<file path="src/rtl/bsg_link_ddr_downstream_assembler_pkg.sv">
// Shared DDR link helpers: flit width, SIPO ratio, token counter sizing.
package bsg_link_ddr_pkg;

  localparam int token_cnt_extra_gp = 1;

  function automatic int ddr_width(input int channel_width,
                                   input int extra_bit);
    return 2*channel_width + extra_bit;
  endfunction

  function automatic int sipo_els(input int width,
                                  input int ddr_w,
                                  input int num_ch);
    return width / (ddr_w*num_ch);
  endfunction

  function automatic int token_cnt_width(input int lg);
    return lg + token_cnt_extra_gp;
  endfunction

endpackage

</file>
<file path="src/rtl/bsg_link_ddr_downstream_assembler_if.sv">
// Channel-side FIFO heads and core-side word port of the downstream assembler.
interface bsg_link_ddr_downstream_assembler_if #(
  parameter int width_p        = 64,
  parameter int ddr_width_p    = 16,
  parameter int num_channels_p = 2
);

  logic [num_channels_p*ddr_width_p-1:0] core_ch_data_i;
  logic [num_channels_p-1:0]             core_ch_valid_i;
  logic [num_channels_p-1:0]             core_ch_yumi_o;
  logic [width_p-1:0]                    core_data_o;
  logic                                  core_valid_o;
  logic                                  core_yumi_i;

  modport slave (
    input  core_ch_data_i,
    input  core_ch_valid_i,
    input  core_yumi_i,
    output core_ch_yumi_o,
    output core_data_o,
    output core_valid_o
  );

  modport master (
    output core_ch_data_i,
    output core_ch_valid_i,
    output core_yumi_i,
    input  core_ch_yumi_o,
    input  core_data_o,
    input  core_valid_o
  );

endinterface

</file>
<file path="src/rtl/bsg_link_ddr_downstream_assembler_token.sv">
// Per-channel credit token generator: MSB of a free-running dequeue counter.
module bsg_link_token_toggle_gen
  import bsg_link_ddr_pkg::*;
#(
  parameter int lg_p = 3
) (
  input  logic clk_i,
  input  logic reset_i,
  input  logic incr_i,
  output logic toggle_r_o
);

  localparam int cw_lp = token_cnt_width(lg_p);

  logic [cw_lp-1:0] r_cnt;

  always_ff @(posedge clk_i or posedge reset_i) begin
    if (reset_i)     r_cnt <= '0;
    else if (incr_i) r_cnt <= r_cnt + 1'b1;
  end

  assign toggle_r_o = r_cnt[cw_lp-1];

endmodule

</file>
<file path="src/rtl/bsg_link_ddr_downstream_assembler.sv">
// DDR link receive back-end: lock-step channel dequeue, SIPO word build, tokens.
// Optional skew checker enabled by BSG_LINK_DDR_DOWNSTREAM_ALIGN_CHECK_EN.
module bsg_link_ddr_downstream_assembler
  import bsg_link_ddr_pkg::*;
#(
  parameter int width_p                         = 64,
  parameter int channel_width_p                 = 8,
  parameter int num_channels_p                  = 2,
  parameter int lg_credit_to_token_decimation_p = 3,
  parameter int use_extra_data_bit_p            = 0,
  parameter int skew_limit_p                    = 16
) (
  input  logic                      core_clk_i,
  input  logic                      core_link_reset_i,
  bsg_link_ddr_downstream_assembler_if.slave io,
  output logic [num_channels_p-1:0] core_token_toggle_r_o,
  output logic                      core_skew_error_r_o
);

  localparam int ddr_width_lp =
    ddr_width(channel_width_p, use_extra_data_bit_p);
  localparam int slice_w_lp = ddr_width_lp*num_channels_p;
  localparam int els_lp =
    sipo_els(width_p, ddr_width_lp, num_channels_p);
  localparam int cnt_w_lp = (els_lp > 1) ? $clog2(els_lp) : 1;

  logic                w_deq;
  logic                w_last;
  logic [cnt_w_lp-1:0] r_cnt;
  logic [width_p-1:0]  r_stage;
  logic [width_p-1:0]  w_word;
  logic [width_p-1:0]  r_data;
  logic                r_valid;

  assign w_deq = (&io.core_ch_valid_i)
               & ~(r_valid & ~io.core_yumi_i);
  assign w_last = (r_cnt == cnt_w_lp'(els_lp-1));

  assign io.core_ch_yumi_o = {num_channels_p{w_deq}};
  assign io.core_data_o    = r_data;
  assign io.core_valid_o   = r_valid;

  // Staged slices plus the flit arriving now; the full word on completion.
  always_comb begin
    w_word = r_stage;
    w_word[int'(r_cnt)*slice_w_lp +: slice_w_lp] = io.core_ch_data_i;
  end

  always_ff @(posedge core_clk_i or posedge core_link_reset_i) begin
    if (core_link_reset_i) begin
      r_cnt   <= '0;
      r_stage <= '0;
      r_data  <= '0;
      r_valid <= 1'b0;
    end else begin
      if (w_deq) begin
        r_stage <= w_word;
        r_cnt   <= w_last ? '0 : r_cnt + 1'b1;
      end
      if (w_deq && w_last) begin
        r_data  <= w_word;
        r_valid <= 1'b1;
      end else if (io.core_yumi_i) begin
        r_valid <= 1'b0;
      end
    end
  end

  for (genvar i = 0; i < num_channels_p; i++) begin : g_tok
    bsg_link_token_toggle_gen #(
      .lg_p(lg_credit_to_token_decimation_p)
    ) u_tok (
      .clk_i     (core_clk_i),
      .reset_i   (core_link_reset_i),
      .incr_i    (w_deq),
      .toggle_r_o(core_token_toggle_r_o[i])
    );
  end

`ifdef BSG_LINK_DDR_DOWNSTREAM_ALIGN_CHECK_EN
  localparam int skew_w_lp = $clog2(skew_limit_p+1);

  logic [skew_w_lp-1:0] r_skew_cnt;
  logic                 r_skew_err;
  logic                 w_partial;

  assign w_partial = (|io.core_ch_valid_i)
                   & ~(&io.core_ch_valid_i);

  always_ff @(posedge core_clk_i or posedge core_link_reset_i) begin
    if (core_link_reset_i) begin
      r_skew_cnt <= '0;
      r_skew_err <= 1'b0;
    end else begin
      if (!w_partial)
        r_skew_cnt <= '0;
      else if (r_skew_cnt != skew_w_lp'(skew_limit_p))
        r_skew_cnt <= r_skew_cnt + 1'b1;
      if (w_partial && r_skew_cnt == skew_w_lp'(skew_limit_p-1))
        r_skew_err <= 1'b1;
    end
  end

  assign core_skew_error_r_o = r_skew_err;
`else
  assign core_skew_error_r_o = (skew_limit_p < 0);
`endif

endmodule
</file>
<file path="src/flat_wrapper.sv">
// flat-port wrapper written by rule: the top's interface ports become plain ports
module bsg_link_ddr_downstream_assembler_flat import bsg_link_ddr_pkg::*;
#(
  parameter int width_p                         = 64,
  parameter int channel_width_p                 = 8,
  parameter int num_channels_p                  = 2,
  parameter int lg_credit_to_token_decimation_p = 3,
  parameter int use_extra_data_bit_p            = 0,
  parameter int skew_limit_p                    = 16
)
  (core_clk_i, core_link_reset_i, core_token_toggle_r_o, core_skew_error_r_o, io_core_ch_data_i, io_core_ch_valid_i, io_core_yumi_i, io_core_ch_yumi_o, io_core_data_o, io_core_valid_o);
  bsg_link_ddr_downstream_assembler_if #(.width_p(width_p), .num_channels_p(num_channels_p)) io_i ();
  input  logic core_clk_i;
  input  logic core_link_reset_i;
  output logic [num_channels_p-1:0] core_token_toggle_r_o;
  output logic core_skew_error_r_o;
  input wire logic [$bits(io_i.core_ch_data_i)-1:0] io_core_ch_data_i;
  input wire logic [$bits(io_i.core_ch_valid_i)-1:0] io_core_ch_valid_i;
  input wire logic [$bits(io_i.core_yumi_i)-1:0] io_core_yumi_i;
  output wire logic [$bits(io_i.core_ch_yumi_o)-1:0] io_core_ch_yumi_o;
  output wire logic [$bits(io_i.core_data_o)-1:0] io_core_data_o;
  output wire logic [$bits(io_i.core_valid_o)-1:0] io_core_valid_o;
  assign io_i.core_ch_data_i = io_core_ch_data_i;
  assign io_i.core_ch_valid_i = io_core_ch_valid_i;
  assign io_i.core_yumi_i = io_core_yumi_i;
  assign io_core_ch_yumi_o = io_i.core_ch_yumi_o;
  assign io_core_data_o = io_i.core_data_o;
  assign io_core_valid_o = io_i.core_valid_o;
  bsg_link_ddr_downstream_assembler #(.width_p(width_p), .channel_width_p(channel_width_p), .num_channels_p(num_channels_p), .lg_credit_to_token_decimation_p(lg_credit_to_token_decimation_p), .use_extra_data_bit_p(use_extra_data_bit_p), .skew_limit_p(skew_limit_p)) u_core (.core_clk_i(core_clk_i), .core_link_reset_i(core_link_reset_i), .io(io_i), .core_token_toggle_r_o(core_token_toggle_r_o), .core_skew_error_r_o(core_skew_error_r_o));
endmodule
</file>
<file path="config.mk">
export PLATFORM = sky130hd
export DESIGN_NAME = bsg_link_ddr_downstream_assembler_flat
export DESIGN_NICKNAME = d
export VERILOG_FILES = /design/src/rtl/bsg_link_ddr_downstream_assembler_pkg.sv /design/src/rtl/bsg_link_ddr_downstream_assembler_if.sv /design/src/rtl/bsg_link_ddr_downstream_assembler_token.sv /design/src/rtl/bsg_link_ddr_downstream_assembler.sv /design/src/flat_wrapper.sv
export SDC_FILE = /design/constraint.sdc
export NUM_CORES = 1
export LEC_CHECK = 0
export BUFFER_PORTS_ARGS = -buffer_cell sky130_fd_sc_hd__clkbuf_2
export CAP_MARGIN = 10
export CORE_MARGIN = 8
export CORE_UTILIZATION = 42
export DETAILED_ROUTE_END_ITERATION = 8
export PLACE_DENSITY_LB_ADDON = 0.3
export SETUP_SLACK_MARGIN = 0.1
export SLEW_MARGIN = 30
export SYNTH_ARGS = -nofsm -noshare
export SYNTH_HDL_FRONTEND = slang
export SYNTH_HIERARCHICAL = 1
export SYNTH_SLANG_ARGS = --single-unit
export TNS_END_PERCENT = 20
</file>
<file path="constraint.sdc">
create_clock -name core_clk_i -period 7.3 [get_ports core_clk_i]
set_input_delay 0.73 -clock core_clk_i [delete_from_list [all_inputs] [get_ports core_clk_i]]
set_output_delay 0.73 -clock core_clk_i [all_outputs]
set_load 0.02 [all_outputs]
</file>
==> flow_metrics.tcl <==
set metrics [dict create \
    drtPass1Iterations 4 \
    finClkSkew_ns 0.00876 \
    cts-root-buf "clkbuf_8" \
    fin_crit_sh_pct 32.4 \
    fin_nets 383 \
    grt_max_degree 54 \
    p_leak_nw 2.47 \
    worst-setup-path-type "input pin to primary output" \
    ys.flop_type "dfrtp_1" \
    port_buffers 105 \
    globalplace.congestion 0.674 \
    grt_util_met2_pct 17.3 \
    fmax_ghz 0.422 \
    worst_slew_pin_slew_ns 0.943 \
    vias 2246 \
    min_path_type "input pin to async pin" \
    route.detailed.drc 0 \
    cts_tree "done" \
    relSlewSlack_pct 37.1 \
    dieWidth_um 116 \
    worstPathArrival_ns 1.64 \
    power_mw 2.31 \
    grt_pass1_wl_mm 12.5 \
    num_io_pins 107 \
    ant_nets 0 \
    routed_via_density 4.66 \
    hold_viol 0 \
    fillers 884 \
    rsz0062_at_grt "no" \
    placed_area_um2 4770 \
    die_area_um2 13400 \
    die_height_um 116 \
    max_stage_delay_ns 0.45 \
    path_cells "clkbuf_2 -> nand2b_4 -> and3_1 -> clkbuf_2" \
    drtIter0Drc 47 \
    cts_max_level 3 \
    required_ns 6.57 \
    cts_buffers 9 \
    place_hpwl_mm 5.35 \
    wl_per_cell_um 16.0 \
    slew_viol_final 0 \
    grt_pass1_vias 2395 \
    clock_latency_ns 0.36 \
    cts_resized 0 \
    hold_buffers 0 \
    max_cap_violations 0 \
    grtUsageMet3_pct 4.38 \
    antenna_cells 0 \
    drive_gt1_share_pct 64.5 \
    postSynth.asyncResetShare_pct 100 \
    syn_inst 241 \
    start_util_pct 43.1 \
    cp_slowest_cell "and3_1" \
    cp_max_fo 11 \
    fin_setup_tns_ns 0 \
    power_density_nw_per_um2 464 \
    track_usage_pct 11.8 \
    min_period_ns 2.37 \
    clock_sinks 106 \
    area_growth_pct 18.7 \
    setup_viol 0 \
    rows 36 \
    synthesis.nets 280 \
    grt-busiest-layer "met2" \
    r2r_cells 4 \
    status "completed" \
    final_area_um2 4970 \
    wl_mm 7.69 \
    cp-end-kind "primary output" \
    clk_pin_slew_ns 0.09 \
    cts_max_path_buffers 2 \
    syn_area_um2 4190 \
    synth_area_per_cell_um2 17.4 \
    cts_setup_buffers 0 \
    synth_edf_count 0 \
    critPathLaunchType "input pin" \
    irDropWorstVdd_mv 0.170 \
    core_um2 9730 \
    path_common_cell "clkbuf_2" \
    yosysUniqueCellTypes 17 \
    use_met1_pct 15.7 \
    grt_overflow 0 \
    antenna_found_initial 0 \
    ys_warn_count 6 \
    synth-seq-area-share_pct 63.3 \
    synth_seq_cells 106 \
]
==> path summary, 6_finish.rpt <==
kind | from | to | slack, ns
setup / recovery | io_core_yumi_i | io_core_ch_yumi_o[1] | 4.93
hold / removal | core_link_reset_i | u_core/g_tok[0].u_tok/r_cnt[3] | 0.28
setup reg to reg | u_core/io.core_valid_o | u_core/io.core_data_o[2] | 5.30
hold reg to reg | u_core/g_tok[1].u_tok/r_cnt[2] | u_core/g_tok[1].u_tok/r_cnt[2] | 0.48
max in group asynchronous | core_link_reset_i | u_core/r_stage[13] | 5.76
min in group core_clk_i | u_core/g_tok[1].u_tok/r_cnt[2] | u_core/g_tok[1].u_tok/r_cnt[2] | 0.48
==> state kept, by name, indices dropped and copies added, names as in the netlist <==
name	cells
u_core/io.core_valid_o	1
u_core/g_tok.u_tok/r_cnt	8
u_core/r_stage	32
u_core/r_cnt	1
u_core/io.core_data_o	64
==> worst max-delay path: cells and delay by family <==
| kind | cells | cell delay (ns) |
|---|---|---|
| and+or+nand+nor | 2 | 0.58 |
| buffers and inverters | 2 | 0.33 |
==> cell type report <==
class	instances	area (µm²)	share of cell area (%)
Sequential cell	106	2650	53.3
Multi-Input combinational cell	117	1400	28.1
Timing Repair Buffer	107	541	10.9
Tap cell	133	166	3.35
Clock buffer	10	138	2.77
Clock inverter	6	65.1	1.31
Inverter	3	13.8	0.277
==> Yosys cell counts, types with 2 or more instances <==
| library cell | count | area share (%) |
|---|---|---|
| buf_2 | 4 | 0.48 |
| buf_4 | 4 | 0.72 |
| buf_6 | 7 | 1.9 |
| dfrtp_1 | 106 | 63 |
| ha_1 | 2 | 0.60 |
| inv_1 | 3 | 0.27 |
| mux2_2 | 64 | 17 |
| mux2_4 | 34 | 12 |
| nand2_1 | 3 | 0.27 |
| nand4_1 | 2 | 0.30 |
| xnor2_1 | 4 | 0.84 |
| xor2_1 | 3 | 0.63 |
==> cells by family (layout without fill, tap and decap cells) <==
logic type               Yosys count  in the layout  share of synthesized area [%]
flip-flops                       106            106                           63.3
AND/OR/NAND/NOR                    9              9                           1.79
multiplexers                      98             98                           29.4
XOR/XNOR                           7              7                           1.46
adder cells (fa/ha/maj)            2              2                          0.597
buffers and inverters             18            126                           3.35
other                              1              1                         0.0895
==> stage by stage <==
| stage | utilization [%] | worst slack [ns] | std cells | hold WS [ns] |
|---|---|---|---|---|
| floorplan | - | 4.01 | 241 | 0.445 |
| global placement | 49.0 | 4.80 | 466 | 0.460 |
| detailed placement | 49.0 | 4.79 | 466 | 0.461 |
| CTS | 51.1 | 4.92 | 482 | 0.261 |
| global route | 51.1 | 4.85 | 482 | 0.275 |
| finish | 51.1 | 4.93 | 482 | 0.278 |
==> where the power goes <==
group          switching [mW]  total (mW)  internal (mW)
Combinational           0.454       0.895          0.441
Clock                   0.194       0.362          0.169
Sequential              0.165        1.05          0.884
Total                   0.813        2.31           1.49
==> per-layer routing <==
metal / part of all wire [%] / wire (µm)
met1: 45 / 3490
met2: 46 / 3520
met3: 7.6 / 586
met4: 1.2 / 89
met5: 0 / 0
==> placed cells by master (no fill, tap or decap), drive strengths merged <==
master    instances
clkbuf          115
dfrtp           106
mux2             98
xnor2             4
inv               4
nand2             3
xor2              3
clkinv            3
nand4             3
ha                2
buf               2
clkinvlp          1
bufinv            1
nand2b            1
and3              1
and4b             1
conb              1
Power figures use the tool's default switching activity.
